**src/rtl/ex_div.sv**
```systemverilog
// ex_div: iterative RV32M divider for the execute stage.
// Restoring division, one quotient bit per cycle. Operands are reduced to
// magnitudes on acceptance and the signs are reapplied to the final result.
// Divide-by-zero and signed overflow skip the iteration and finish in one cycle.
module ex_div #(
  parameter int DATA_WIDTH     = 32,
  parameter int REG_ADDR_WIDTH = 5
) (
  input  logic                      clk,
  input  logic                      rst_n,
  input  logic                      flush_i,
  input  logic                      start_i,
  input  logic [1:0]                op_i,
  input  logic [DATA_WIDTH-1:0]     dividend_i,
  input  logic [DATA_WIDTH-1:0]     divisor_i,
  input  logic [REG_ADDR_WIDTH-1:0] rd_addr_i,
  output logic                      busy_o,
  output logic                      result_valid_o,
  output logic [DATA_WIDTH-1:0]     result_o,
  output logic [REG_ADDR_WIDTH-1:0] rd_addr_o
);

  localparam int CNT_W = $clog2(DATA_WIDTH);
  localparam logic [CNT_W-1:0] LAST_COUNT = CNT_W'(DATA_WIDTH - 1);
  localparam logic [DATA_WIDTH-1:0] MIN_NEG = {1'b1, {(DATA_WIDTH-1){1'b0}}};

  typedef enum logic [1:0] {
    IDLE = 2'd0,
    CALC = 2'd1,
    DONE = 2'd2
  } state_t;

  state_t                    state_reg;
  logic                      sel_rem_reg;   // op[1]: remainder requested
  logic                      neg_q_reg;
  logic                      neg_r_reg;
  logic [REG_ADDR_WIDTH-1:0] rd_pend_reg;   // rd of the op in flight
  logic [DATA_WIDTH-1:0]     rem_reg;
  logic [DATA_WIDTH-1:0]     quot_reg;      // holds |dividend| initially, shifts into quotient
  logic [DATA_WIDTH-1:0]     divisor_reg;
  logic [CNT_W-1:0]          count_reg;

  logic                      signed_op;
  logic                      accept;
  logic [DATA_WIDTH-1:0]     dividend_abs;
  logic [DATA_WIDTH-1:0]     divisor_abs;
  logic                      div_zero;
  logic                      overflow;
  logic                      special;
  logic [DATA_WIDTH-1:0]     special_result;
  logic [DATA_WIDTH:0]       shifted;
  logic [DATA_WIDTH:0]       diff;
  logic [DATA_WIDTH-1:0]     rem_next;
  logic [DATA_WIDTH-1:0]     quot_next;
  logic [DATA_WIDTH-1:0]     final_result;

  // Stall the pipeline from the start cycle until the last iteration;
  // released in DONE so the instruction advances with its writeback.
  assign accept = (state_reg == IDLE) & start_i & ~flush_i;
  assign busy_o = accept | (state_reg == CALC);

  // Operand preparation, special-case detection and one restoring step.
  always_comb begin
    signed_op      = ~op_i[0];
    dividend_abs   = (signed_op && dividend_i[DATA_WIDTH-1]) ? ('0 - dividend_i) : dividend_i;
    divisor_abs    = (signed_op && divisor_i[DATA_WIDTH-1])  ? ('0 - divisor_i)  : divisor_i;
    div_zero       = (divisor_i == '0);
    overflow       = signed_op && (dividend_i == MIN_NEG) && (divisor_i == '1);
    special        = div_zero | overflow;
    special_result = '0;
    if (div_zero) begin
      special_result = op_i[1] ? dividend_i : '1;
    end else if (overflow) begin
      special_result = op_i[1] ? '0 : MIN_NEG;
    end

    // Partial remainder is always below the divisor, so a (W+1)-bit
    // difference cannot set its top bit unless the subtract borrowed.
    shifted   = {rem_reg, quot_reg[DATA_WIDTH-1]};
    diff      = shifted - {1'b0, divisor_reg};
    rem_next  = '0;
    quot_next = '0;
    if (diff[DATA_WIDTH]) begin
      rem_next  = shifted[DATA_WIDTH-1:0];
      quot_next = {quot_reg[DATA_WIDTH-2:0], 1'b0};
    end else begin
      rem_next  = diff[DATA_WIDTH-1:0];
      quot_next = {quot_reg[DATA_WIDTH-2:0], 1'b1};
    end

    if (sel_rem_reg) begin
      final_result = neg_r_reg ? ('0 - rem_next) : rem_next;
    end else begin
      final_result = neg_q_reg ? ('0 - quot_next) : quot_next;
    end
  end

  // Control FSM, iteration datapath and registered result outputs.
  always_ff @(posedge clk) begin
    if (!rst_n) begin
      state_reg      <= IDLE;
      sel_rem_reg    <= 1'b0;
      neg_q_reg      <= 1'b0;
      neg_r_reg      <= 1'b0;
      rd_pend_reg    <= '0;
      rem_reg        <= '0;
      quot_reg       <= '0;
      divisor_reg    <= '0;
      count_reg      <= '0;
      result_valid_o <= 1'b0;
      result_o       <= '0;
      rd_addr_o      <= '0;
    end else begin
      result_valid_o <= 1'b0;
      if (flush_i) begin
        // Abort: no pulse, previous result/rd stay visible.
        state_reg <= IDLE;
      end else begin
        case (state_reg)
          IDLE: begin
            if (start_i) begin
              sel_rem_reg <= op_i[1];
              neg_q_reg   <= signed_op & (dividend_i[DATA_WIDTH-1] ^ divisor_i[DATA_WIDTH-1]);
              neg_r_reg   <= signed_op & dividend_i[DATA_WIDTH-1];
              rd_pend_reg <= rd_addr_i;
              rem_reg     <= '0;
              quot_reg    <= dividend_abs;
              divisor_reg <= divisor_abs;
              count_reg   <= '0;
              if (special) begin
                result_o       <= special_result;
                rd_addr_o      <= rd_addr_i;
                result_valid_o <= 1'b1;
                state_reg      <= DONE;
              end else begin
                state_reg <= CALC;
              end
            end
          end
          CALC: begin
            rem_reg   <= rem_next;
            quot_reg  <= quot_next;
            count_reg <= count_reg + 1'b1;
            if (count_reg == LAST_COUNT) begin
              result_o       <= final_result;
              rd_addr_o      <= rd_pend_reg;
              result_valid_o <= 1'b1;
              state_reg      <= DONE;
            end
          end
          DONE: begin
            state_reg <= IDLE;
          end
          default: begin
            state_reg <= IDLE;
          end
        endcase
      end
    end
  end

endmodule

```
**config.mk**
```make
export PLATFORM = sky130hd
export DESIGN_NAME = ex_div
export DESIGN_NICKNAME = d
export VERILOG_FILES = /design/src/rtl/ex_div.sv
export SDC_FILE = /design/constraint.sdc
export NUM_CORES = 1
export LEC_CHECK = 0
export BUFFER_PORTS_ARGS = -buffer_cell sky130_fd_sc_hd__clkbuf_2
export CORE_ASPECT_RATIO = 1.25
export CORE_MARGIN = 2
export CORE_UTILIZATION = 43
export DETAILED_ROUTE_END_ITERATION = 8
export PLACE_DENSITY = 0.73
export SLEW_MARGIN = 40
export SYNTH_ARGS = -nofsm -noshare
export SYNTH_HDL_FRONTEND = slang
export SYNTH_SLANG_ARGS = --single-unit
```
**constraint.sdc**
```tcl
create_clock -name clk -period 4.49 [get_ports clk]
set_input_delay 0.2245 -clock clk [delete_from_list [all_inputs] [get_ports clk]]
set_output_delay 0.2245 -clock clk [all_outputs]
set_load 0.02 [all_outputs]
```
Word-level counts from Yosys, hierarchy flattened
Cells that the tools add are included.
Storage, ports and cells
  register bits: 149
  bits of input ports: 75
  output and inout bits: 39
Operators by class
  add/sub/neg operators: 6
  equal/unequal tests: 7
  muxes and demuxes: 33
  bitwise operators: 10
  reductions and logical operators: 12
Operators with widths (number)
  $mux 32: 15
  $pmux 32 s2: 3
  $sub 1x32->32 const A: 4
  $eq 32x32->1 const B: 2
  $sub 33x32->33: 1
  $logic_not 32->1: 1
  $mux 5: 4
  $pmux 5 s2: 2
  $mux 2: 3
  $reduce_and 3->1: 2
  $add 5x1->5 const B: 1
  $eq 5x5->1 const B: 1
  $reduce_and 5->1: 1
  $and 1x1->1: 4
  $logic_and 1x1->1: 4
  $mux 1: 4
  $ne 2x2->1 const B: 2
  $pmux 2 s2: 1
  $not 1->1: 3
  $eq 2x1->1 const B: 1
  $logic_not 2->1: 1
  $ne 2x1->1 const B: 1
  $or 1x1->1: 2
  $pmux 1 s2: 1
  other kinds (4): 4

Longest topological paths before layout
Gate-level depths: netlist of run 1.
  word-level depth: 8
  gate-level depth with buffers: 24

Worst setup path after synthesis of run 1
No wires, ideal clock.
  path kind: register to register
  from: reg rem_reg[1]
  to: reg result_o[30]
  library setup time: 62 ps
  arrival: 4901 ps
  slack: -473 ps
  stages on the path, launching flop included: 23
  clock period less this slack: 4963 ps
  path through: dfxtp_1 ha_1 nor2b_1 o31ai_1 nand3_1 a31oi_1 a2bb2oi_4 xor2_4 inv_2 buf_6 buf_2 buf_1 ha_1 nand3_1 nand2b_1 or3_1 or3_1 or3_1 o21ai_1 xnor2_1 nand2_1 a31o_2 nand3_1
Between the ends
  word-level cells in the longest chain between the ends: 7
  elaborated cells on any way between the ends: 10
  classes of those cells: add/sub: 3; mux: 7
RTL lines
  from (decl): line 38  | logic [DATA_WIDTH-1:0] rem_reg;
  from (signal assigned): line 141  | rem_reg <= rem_next;
  $sub 33x32->33: line 80  | diff = shifted - {1'b0, divisor_reg};
  $mux 1 or $mux 32 (tied branches): line 83  | if (diff[DATA_WIDTH]) begin
  $sub 1x32->32, on equally long branches: line 94, 92
  $mux 32, on equally long branches: line 94, 92
  $mux 32 (*): line 91  | if (sel_rem_reg) begin
  $mux 32 (*): line 144  | if (count_reg == LAST_COUNT) begin
  $pmux 32 s2 (*): line 119  | case (state_reg)
  to (signal assigned): line 131  | result_o <= special_result;
  to (signal assigned): line 145  | result_o <= final_result;
  to (decl): line 19  | output logic [DATA_WIDTH-1:0] result_o,
Every way passes the cells marked *; elsewhere a longest branch is shown, timed or not. The select of a mux whose other input is x is not followed.
A chain may end at the register's enable or synchronous reset.

Worst setup path in the final report of run 1
  from: reg rem_reg[15]
  to: reg result_o[30]
Same word-level chain as after synthesis.

==> out/qor.yml, run 1 <==
worst_setup_path:
  required_ns: 4.88
  crit_type: "flip-flop to flip-flop"
  end_kind: "flip-flop"
  rr_worst_depth: 19
  worstPathArrival_ns: 4.72
  start_kind: "flip-flop"
  path_max_fanout: 5
clocking:
  cts_tree: "built"
  cts.clk_slew.worst_paths_ns: 0.06
  htreeDepth: 4
  cts_inserted_buffers: 17
  clkLatencyLatePin_ns: 0.45
  cts_sinks: 149
  cts_root_buffer: "clkbuf_16"
  cts_buffer_depth: 2
global_routing:
  grt_pass1_wl_um: 68700
  grt_overflow: 0
  grt_pass1_vias: 12600
  grt_use_total_pct: 29.3
  antenna_found_initial: 0
  grt_max_degree: 58
route:
  wirelength_um: 43800
  num_vias: 13300
  drt-initial-drc-count: 1338
  postRouteAntennaNets: 0
  viasPerCell: 6.24
  maxUsedRoutingLayer: "met4"
  wl_met3_um: 2610
  routedWlPerCell_um: 20.5
  wl_met1_um: 17300
  drtPass1Iterations: 6
  met2_length_um: 20800
  drc: 0
floorplanning:
  design.core.area_um2: 27600
  rows: 68
  die_h_um: 191
  start_util_pct: 43.7
  dieArea_um2: 29400
  die_w_um: 154
  ios: 114
final_layout:
  design_area_um2: 14000
  final_cell_count_no_fill: 2134
  drive_gt1_share_pct: 15.9
  antenna_cells: 0
  fin_nets: 1886
  n_fill_cell: 2762
  areaGrowthSynthToFinish_pct: 16.1
  post-route-util_pct: 50.7
sta:
  relSlewSlack_pct: 39.5
  fin_skew_ns: 0.0119
  finalHoldViolCount: 0
  timing.fmax_mhz: 231
  period_needed_ns: 4.33
  final-max-slew-violation-count: 0
  post-route-period-util_pct: 96.5
  setup_viol_count_final: 0
  tightest_slew_ns: 0.907
pwr:
  pwr_density_cell_nw_per_um2: 281
  clockPowerShare_pct: 37.8
  power_leakage_nw: 5.44
  power_frac_seq_pct: 36.4
  swShare_pct: 33.1
  p_sw_mw: 1.30
  p_int_mw: 2.62
  p_comb_share_pct: 25.8
  irDropWorstVdd_v: 0.000262
synthesis:
  yosysMostFrequentCell: "nor2_1"
  syn_inst: 1675
  ys_types: 79
  post_synth.cell_area_avg_um2: 7.19
  synth_nets: 1790
  yosysWarnings: 0
  synthFlopType: "dfxtp_1"
  yosys-top-cells-count: "nor2_1 (244), dfxtp_1 (149), a21oi_1 (138)"
  yosysTopAreaCellShare_pct: 24.8
  ys_ff_latch: 149
  syn-cell-area_um2: 12000
  asyncSetResetFlopFracSynth_pct: 0
  synth_top_cell_by_area: "dfxtp_1"
  yosysSeqAreaShare_pct: 24.8
  synth_top_cells_by_area: "dfxtp_1 (25%), nor2_1 (7.6%), a21oi_1 (5.7%), o21ai_0 (5.3%), xnor2_1 (5.2%)"
  synth-edff-count: 0
min_path:
  hold_path_class: "input port to flip-flop"
  hold_path_depth: 3
place:
  dp.cells: 2096
  place_area_um2: 13200
  dp_hpwl_um: 33300
  numPortBuffers: 113
  finalWeightedCongestion: 0.969
run_status:
  status: "finished clean"
flow_run:
  timing.max_cap.violations: 0
## placed cells by master (no fill, tap or decap), types with 9 or more instances in the layout
cell type / Yosys / routed
o21a_1: 15 / 15
clkbuf_2: 1 / 113
o31ai_1: 28 / 27
a311oi_1: 9 / 9
mux2_2: 9 / 9
a222oi_1: 9 / 9
a21oi_1: 138 / 138
nor3_1: 51 / 49
or3_1: 29 / 25
nor4_1: 24 / 23
inv_1: 55 / 54
buf_4: 0 / 68
a21boi_0: 12 / 12
a22oi_1: 15 / 15
o211ai_1: 17 / 17
clkbuf_16: 0 / 17
xor2_1: 46 / 46
nand2b_1: 17 / 13
nor2b_1: 16 / 13
nand3_1: 24 / 22
and2_1: 12 / 11
o41ai_1: 12 / 11
nor2_1: 244 / 241
ha_1: 39 / 36
nand2_1: 134 / 133
xnor2_1: 71 / 71
a31oi_1: 24 / 23
o21ai_0: 127 / 124
nand4_1: 20 / 20
dfxtp_1: 149 / 146
a41oi_1: 9 / 9
or2_2: 12 / 12
mux2i_1: 32 / 32
or4_1: 12 / 11
a211oi_1: 55 / 55
## metal layers
metal,GRT usage (%),vias up
met5,0,-
met4,19.6,0
met3,3.76,137
met2,49.6,583
met1,34.7,6267
li1,-,6320
## layout make-up
class	instances	area (µm²)	area share, %
multi-input cells	1361	8610	61.6
flip-flops and latches	149	2990	21.4
well taps	350	438	3.13
inverters	57	215	1.54
clock inverters	11	123	0.877
repair buffers	185	1130	8.10
clock buffers	21	480	3.44
## repair_timing
action | 4_1_cts | 5_1_grt
endpoints found under the hold margin | 1 | 0
setup endpoints to repair | 0 | 13
hold buffers | 1 | 0
buffers inserted | 0 | 5
gates resized for setup | 0 | 24
## through the flow
step                      hold WS, ns  setup TNS, ns  power, mW  worst slack [ns]
final                          0.0204              0       3.92             0.156
after global routing           0.0254        -0.0247       4.07           -0.0247
after CTS                      0.0108              0       3.88            0.0339
after detailed placement        0.448              0       2.41            0.0784
after global placement          0.443              0       2.39             0.114
after floorplan                 0.303              0       2.08           0.00803
## final timing paths
| path | slack [ns] | from | endpoint |
|---|---|---|---|
| worst max-delay path | 0.16 | rem_reg[15] | result_o[30] |
| worst min-delay path | 0.02 | rd_addr_i[2] | rd_pend_reg[2] |
| worst max register to register | 0.16 | rem_reg[15] | result_o[30] |
| worst min register to register | 0.45 | rd_pend_reg[4] | rd_pend_reg[4] |
## critical path, cell delays in order, from the launching register on
cell       delay [ns]
dfxtp_1          0.35
ha_1             0.32
nand4_1          0.17
or3_4            0.45
nor3_4           0.21
a31oi_4          0.14
a2bb2oi_4        0.23
xor2_4           0.13
inv_2            0.10
ha_4             0.15
nand3_2          0.09
nand2b_4         0.19
or3_4            0.40
or3_4            0.37
or3_4            0.35
o21ai_2          0.13
xnor2_1          0.12
nand2_1          0.06
a31o_2           0.25
nand3_1          0.07
## power groups by stage
stage / clock network, mW / logic, mW / registers, mW
after floorplan: 0 / 0.636 / 1.44
after global placement: 0 / 0.941 / 1.45
after detailed placement: 0 / 0.955 / 1.45
after CTS: 1.49 / 0.962 / 1.43
after global routing: 1.54 / 1.10 / 1.43
final: 1.48 / 1.01 / 1.43
## cells by family after synthesis
family | after synthesis | share of synthesized area, %
simple gates | 624 | 24.3
xor+xnor | 118 | 8.74
compound gates | 538 | 29.1
buf+inv | 165 | 5.34
mux | 41 | 3.50
fa+ha+maj | 40 | 4.22
flops | 149 | 24.8
Power figures use the tool's default switching activity.
==> inputs of run 2 (changes only) <==
--- a/config.mk
+++ b/config.mk
@@ -10,7 +10,7 @@
 export CORE_MARGIN = 2
 export CORE_UTILIZATION = 43
 export DETAILED_ROUTE_END_ITERATION = 8
-export PLACE_DENSITY = 0.73
+export PLACE_DENSITY = 0.71
 export SLEW_MARGIN = 40
 export SYNTH_ARGS = -nofsm -noshare
 export SYNTH_HDL_FRONTEND = slang
==> constraint.sdc (replaced) <==
create_clock -name clk -period 4.3 [get_ports clk]
set_input_delay 0.215 -clock clk [delete_from_list [all_inputs] [get_ports clk]]
set_output_delay 0.215 -clock clk [all_outputs]
set_load 0.02 [all_outputs]
==> out/qor.yml, run 2 (same netlist as run 1, synthesis figures left out) <==
final_layout:
  post-route-util_pct: 51.9  # +1.2 points
  fin_nets: 1921  # +1.9%
  final_cell_count_no_fill: 2169  # +1.6%
  antenna_cells: 0  # unchanged
  final_common_cell: "nor2_1"
  areaGrowthSynthToFinish_pct: 18.9
  final_cell_mix: "nor2_1 (243), dfxtp_1 (144), a21oi_1 (137)"
  drive_gt1_share_pct: 18.4  # +2.5 points
pwr:
  finalPower_mw: 4.05  # +3.2%
  irDropWorstVdd_v: 0.000214  # -18%
  power_leakage_nw: 5.65  # +3.8%
  pwr_density_cell_nw_per_um2: 283  # +0.80%
place:
  dp.cells: 2134  # +1.8%
  numPortBuffers: 113  # unchanged
  place_ws_ns: -0.0487  # -0.127 ns
  finalWeightedCongestion: 0.988  # +1.9%
  dp_hpwl_um: 33900  # +1.7%
min_path:
  hold_start: "rd_addr_i[2]"
  holdPathEnd: "rd_pend_reg[2]"
  hold_path_depth: 3  # unchanged
  hold_path_class: "input port to flip-flop"
worst_setup_path:
  end_kind: "flip-flop"
  start_kind: "flip-flop"
  reg2reg_from: "rem_reg[18]"
  rr_worst_depth: 19  # unchanged
  path_max_fanout: 6  # +1
  reg2reg_slack_ns: 0.04  # -0.12 ns
  required_ns: 4.69  # -0.19 ns
  reg2reg_to: "result_o[30]"
  worstPathArrival_ns: 4.66  # -0.06 ns
  crit_type: "flip-flop to flip-flop"
floorplanning:
  dieArea_um2: 29400  # unchanged
  ios: 114  # unchanged
  design.core.area_um2: 27600  # unchanged
  rows: 68  # unchanged
  start_util_pct: 43.7  # unchanged
  die_w_um: 154  # unchanged
  die_h_um: 191  # unchanged
clocking:
  cts_sinks: 149  # unchanged
  clkLatencyLatePin_ns: 0.45  # about the same
  cts_root_buffer: "clkbuf_16"
  cts_tree: "built"
  cts.clk_slew.worst_paths_ns: 0.06  # about the same
  cts_buffer_depth: 2  # unchanged
  htreeDepth: 4  # unchanged
  cts_inserted_buffers: 17  # unchanged
sta:
  post-route-period-util_pct: 99.2  # +2.6 points
  period_needed_ns: 4.26  # -0.0695 ns
  fin_setup_tns_ns: 0  # unchanged
  setup_viol_count_final: 0  # unchanged
  fin_skew_ns: 0.0121  # +0.000239 ns
  finalHoldViolCount: 0  # unchanged
  finalWorstSetupSlack_ns: 0.0357  # -0.121 ns
  relSlewSlack_pct: 45.0  # +5.6 points
  tightest_slew_ns: 0.825  # -0.0824 ns
  timing.fmax_mhz: 235  # +1.6%
  rsz0062_at_grt: "yes"
  final-max-slew-violation-count: 0  # unchanged
route:
  wirelength_um: 43800  # +0.22%
  routedWlPerCell_um: 20.2  # -1.4%
  postRouteAntennaNets: 0  # unchanged
  drt-initial-drc-count: 1186  # -11%
  viasPerCell: 6.20  # -0.57%
  drc: 0  # unchanged
  num_vias: 13400  # +1.1%
  drtPass1Iterations: 6  # unchanged
global_routing:
  grt_use_total_pct: 29.1  # -0.21 points
  grt_pass1_vias: 12600  # -0.66%
  grt_pass1_wl_um: 67800  # -1.3%
  grt_max_degree: 70  # +21%
  antenna_found_initial: 0  # unchanged
  grt_overflow: 0  # unchanged
run_status:
  status: "finished clean"
flow_run:
  timing.max_cap.violations: 0  # unchanged
[run 2: cell types whose count changed in the layout (fill, tap and decap cells not counted), moves of 3 or more]
cell / previous run / this run
buf_4: 68 / 104
inv_6: 1 / 5
mux2i_1: 32 / 28
clkbuf_8: 4 / 1
ha_1: 36 / 33
inv_1: 54 / 51
inv_2: 1 / 4
[run 2: what timing repair did]
action,CTS,global route
setup buffers,0,2
hold buffers,1,0
endpoints found under the setup margin,2,14
gates resized for setup,2,41
hold endpoints to repair,1,0
pin swaps,0,18
[run 2: power breakdown]
| group | switching, mW | internal [mW] |
|---|---|---|
| Clock | 0.660 | 0.818 |
| Sequential | 0.0581 | 1.43 |
| Combinational | 0.663 | 0.413 |
| Total | 1.38 | 2.67 |
[run 2: how the worst max path moves through the flow]
stage,start,to,slack [ns],cells past startpoint
after global placement,divisor_reg[27],result_o[30],0.11,18
after detailed placement,divisor_reg[27],result_o[26],-0.05,20
after CTS,divisor_reg[19],result_o[30],0.03,18
after floorplan,divisor_reg[18],result_o[30],-0.15,24
final,rem_reg[18],result_o[30],0.04,19
after global routing,divisor_reg[19],result_o[30],-0.10,20
[run 2: layout make-up]
type | count | area, µm²
sequential | 149 | 2990
fill | 2718 | 13300
multi-input combinational | 1361 | 8720
inverter | 57 | 215
timing repair buffer | 220 | 1380
clock buffer | 19 | 443
clock inverter | 13 | 123
tap | 350 | 438
[run 2: critical path, cell delays in order, from the launching register on]
cell       delay [ns]
dfxtp_1          0.36
ha_4             0.28
nand4_1          0.16
or4_1            0.58
o22ai_2          0.23
a31oi_4          0.08
a2bb2oi_4        0.21
xor2_4           0.16
inv_2            0.12
ha_4             0.14
nand3_2          0.07
nand2b_4         0.17
or3_4            0.33
or3_4            0.36
or3_4            0.35
o21ai_2          0.13
xnor2_1          0.12
nand2_1          0.07
a31o_2           0.24
nand3_2          0.05
[run 2: per-stage QoR]
step	hold WS, ns	cell area [µm²]
after floorplan	0.294	12100
after global placement	0.439	13500
after detailed placement	0.443	13500
after CTS	0.00280	14100
after global routing	0.0262	14300
final	0.00978	14300
[run 2: routing by layer]
layer	vias to the layer above	share of wire (%)	GRT usage [%]
met4	0	6.6	18.5
met3	139	6.4	3.88
li1	6378	-	-
met5	-	0	0
met1	6340	39	34.3
met2	591	48	49.8
==> inputs of run 3 (changes only) <==
--- a/config.mk
+++ b/config.mk
@@ -8,9 +8,9 @@
 export BUFFER_PORTS_ARGS = -buffer_cell sky130_fd_sc_hd__clkbuf_2
 export CORE_ASPECT_RATIO = 1.25
 export CORE_MARGIN = 2
-export CORE_UTILIZATION = 43
+export CORE_UTILIZATION = 30
 export DETAILED_ROUTE_END_ITERATION = 8
-export PLACE_DENSITY = 0.71
+export PLACE_DENSITY = 0.56
 export SLEW_MARGIN = 40
 export SYNTH_ARGS = -nofsm -noshare
 export SYNTH_HDL_FRONTEND = slang
==> out/qor.yml, run 3 (same netlist as run 1, synthesis figures left out) <==
run_status:
  status: "finished clean"
floorplanning:
  start_util_pct: 30.2  # -13 points
  die_w_um: 183  # +19%
  rows: 82  # +21%
  dieArea_um2: 41800  # +42%
  design.core.area_um2: 39800  # +44%
  ios: 114  # unchanged
  die_h_um: 228  # +19%
place:
  finalWeightedCongestion: 0.953  # -3.6%
  dp_hpwl_um: 36200  # +6.8%
  place_ws_ns: 0.0283  # +0.0770 ns
  numPortBuffers: 113  # unchanged
  dp.cells: 2297  # +7.6%
  place_area_um2: 13800  # +2.2%
sta:
  post-route-period-util_pct: 98.5  # -0.69 points
  final-max-slew-violation-count: 0  # unchanged
  timing.fmax_mhz: 236  # +0.70%
  setup_viol_count_final: 0  # unchanged
  finalHoldViolCount: 0  # unchanged
  tightest_slew_ns: 0.865  # +0.0405 ns
  rsz0062_at_grt: "yes"
  relSlewSlack_pct: 42.2  # -2.8 points
  holdWs_ns: 0.0541  # +0.0443 ns
  period_needed_ns: 4.23  # -0.0298 ns
  fin_skew_ns: 0.00943  # -0.00266 ns
  finalWorstSetupSlack_ns: 0.0655  # +0.0298 ns
clocking:
  cts_root_buffer: "clkbuf_16"
  cts_tree: "built"
  clkLatencyLatePin_ns: 0.45  # about the same
  cts_sinks: 149  # unchanged
  htreeDepth: 4  # unchanged
  cts.clk_slew.worst_paths_ns: 0.07  # about the same
  cts_buffer_depth: 2  # unchanged
  cts_inserted_buffers: 17  # unchanged
route:
  postRouteAntennaNets: 0  # unchanged
  wirelength_um: 46600  # +6.3%
  num_vias: 13200  # -1.8%
  drc: 0  # unchanged
  viasPerCell: 5.64  # -9.0%
  drtPass1Iterations: 8  # +2
  routedWlPerCell_um: 19.9  # -1.4%
  drt-initial-drc-count: 1036  # -13%
pwr:
  irDropWorstVdd_v: 0.000265  # +24%
  pwr_density_cell_nw_per_um2: 285  # +0.96%
  power_leakage_nw: 5.72  # +1.3%
final_layout:
  drive_gt1_share_pct: 18.8  # +0.38 points
  final_cell_mix: "nor2_1 (242), dfxtp_1 (142), a21oi_1 (138)"
  antenna_cells: 0  # unchanged
  fin_nets: 1937  # +0.83%
  final_cell_count_no_fill: 2339  # +7.8%
  areaGrowthSynthToFinish_pct: 22.0
  final_common_cell: "nor2_1"
  design_area_um2: 14700  # +2.6%
global_routing:
  antenna_found_initial: 0  # unchanged
  grt_pass1_vias: 12600  # +0.66%
  grt_use_total_pct: 22.2  # -6.9 points
  grt_overflow: 0  # unchanged
  grt_pass1_wl_um: 72700  # +7.2%
  grt_max_degree: 117  # +67%
worst_setup_path:
  worstPathArrival_ns: 4.63  # -0.03 ns
  slowest_delay_ns: 0.59  # about the same
  crit_type: "flip-flop to flip-flop"
  crit_family: "simple AND/OR/NAND/NOR gates"
  critPathBufInv: 2  # +1
  start_kind: "flip-flop"
  path_cells: "inv_2 > ha_4 > nand4_1 > or4_4 > o22ai_4 > a31oi_4 > a2bb2oi_4 > xor2_4 > inv_2 > ha_4 > nand3_2 > nand2b_4 > or3_4 > or3_4 > or3_4 > o21ai_2 > xnor2_1 > nand2_1 > a31o_2 > nand3_2"
  end_kind: "flip-flop"
  cpMaxStageDelayCell: "or4_4"
  path_max_fanout: 4  # -2
  path_common_cell: "or3_4"
  required_ns: 4.70  # about the same
flow_run:
  timing.max_cap.violations: 0  # unchanged
min_path:
  hold_path_class: "input port to flip-flop"
==> run 3: changes by cell type in the layout (fill, tap and decap cells not counted), moves of 3 or more <==
cell,before,now
buf_4,104,114
dlygate4sd3_1,1,6
mux2i_1,28,31
buf_12,0,3
==> run 3: final timing paths <==
check,startpoint,slack (ns),end,cells past startpoint
min,op_i[1],0.05,sel_rem_reg,3
min reg2reg,rd_pend_reg[0],0.46,rd_pend_reg[0],2
max reg2reg,divisor_reg[16],0.07,result_o[30],20
max,divisor_reg[16],0.07,result_o[30],20
==> run 3: power breakdown <==
part | total, mW | internal (mW) | switching (mW)
Clock | 1.61 | 0.935 | 0.671
Sequential | 1.49 | 1.43 | 0.0560
Combinational | 1.10 | 0.421 | 0.676
Total | 4.19 | 2.79 | 1.40
==> run 3: worst reg2reg max path: cells and delay by family (launching register included) <==
family / cells / cell delay, ns
AOI/OAI and AO/OA: 5 / 0.83
DFF: 1 / 0.33
adders and majority gates: 2 / 0.42
xor gates and xnor gates: 2 / 0.26
buffers and inverters: 2 / 0.15
and+or+nand+nor: 9 / 2.20
==> run 3: area by class of cell <==
class	count	area [µm²]
fillers	4248	25100
flip-flops and latches	149	2990
repair buffers	236	1540
multi-input cells	1361	8700
inverters	57	215
well taps	504	631
clock inverters	13	171
clock buffers	19	443
==> run 3: what timing repair did <==
item,in CTS,in global routing
endpoints found under the hold margin,6,0
hold buffers,6,0
pin swaps,0,19
buffers inserted,0,4
gates resized for setup,2,35
setup endpoints to repair,1,13
==> run 3: layer usage <==
layer  track usage (%)  vias up  share of wire (%)
li1                  -     6404                  -
met1              26.5     6296                 41
met2              38.8      414                 50
met5                 0        -                  0
met4              11.8        0                5.3
met3              2.68       89                4.3
==> run 3: metrics by stage <==
stage	total power [mW]	utilization, %	setup TNS [ns]
after floorplan	2.18	-	-0.517
after global placement	2.56	34.6	0
after detailed placement	2.56	34.6	0
after CTS	4.18	36.4	0
after global routing	4.39	36.9	-0.337
final	4.19	36.9	0
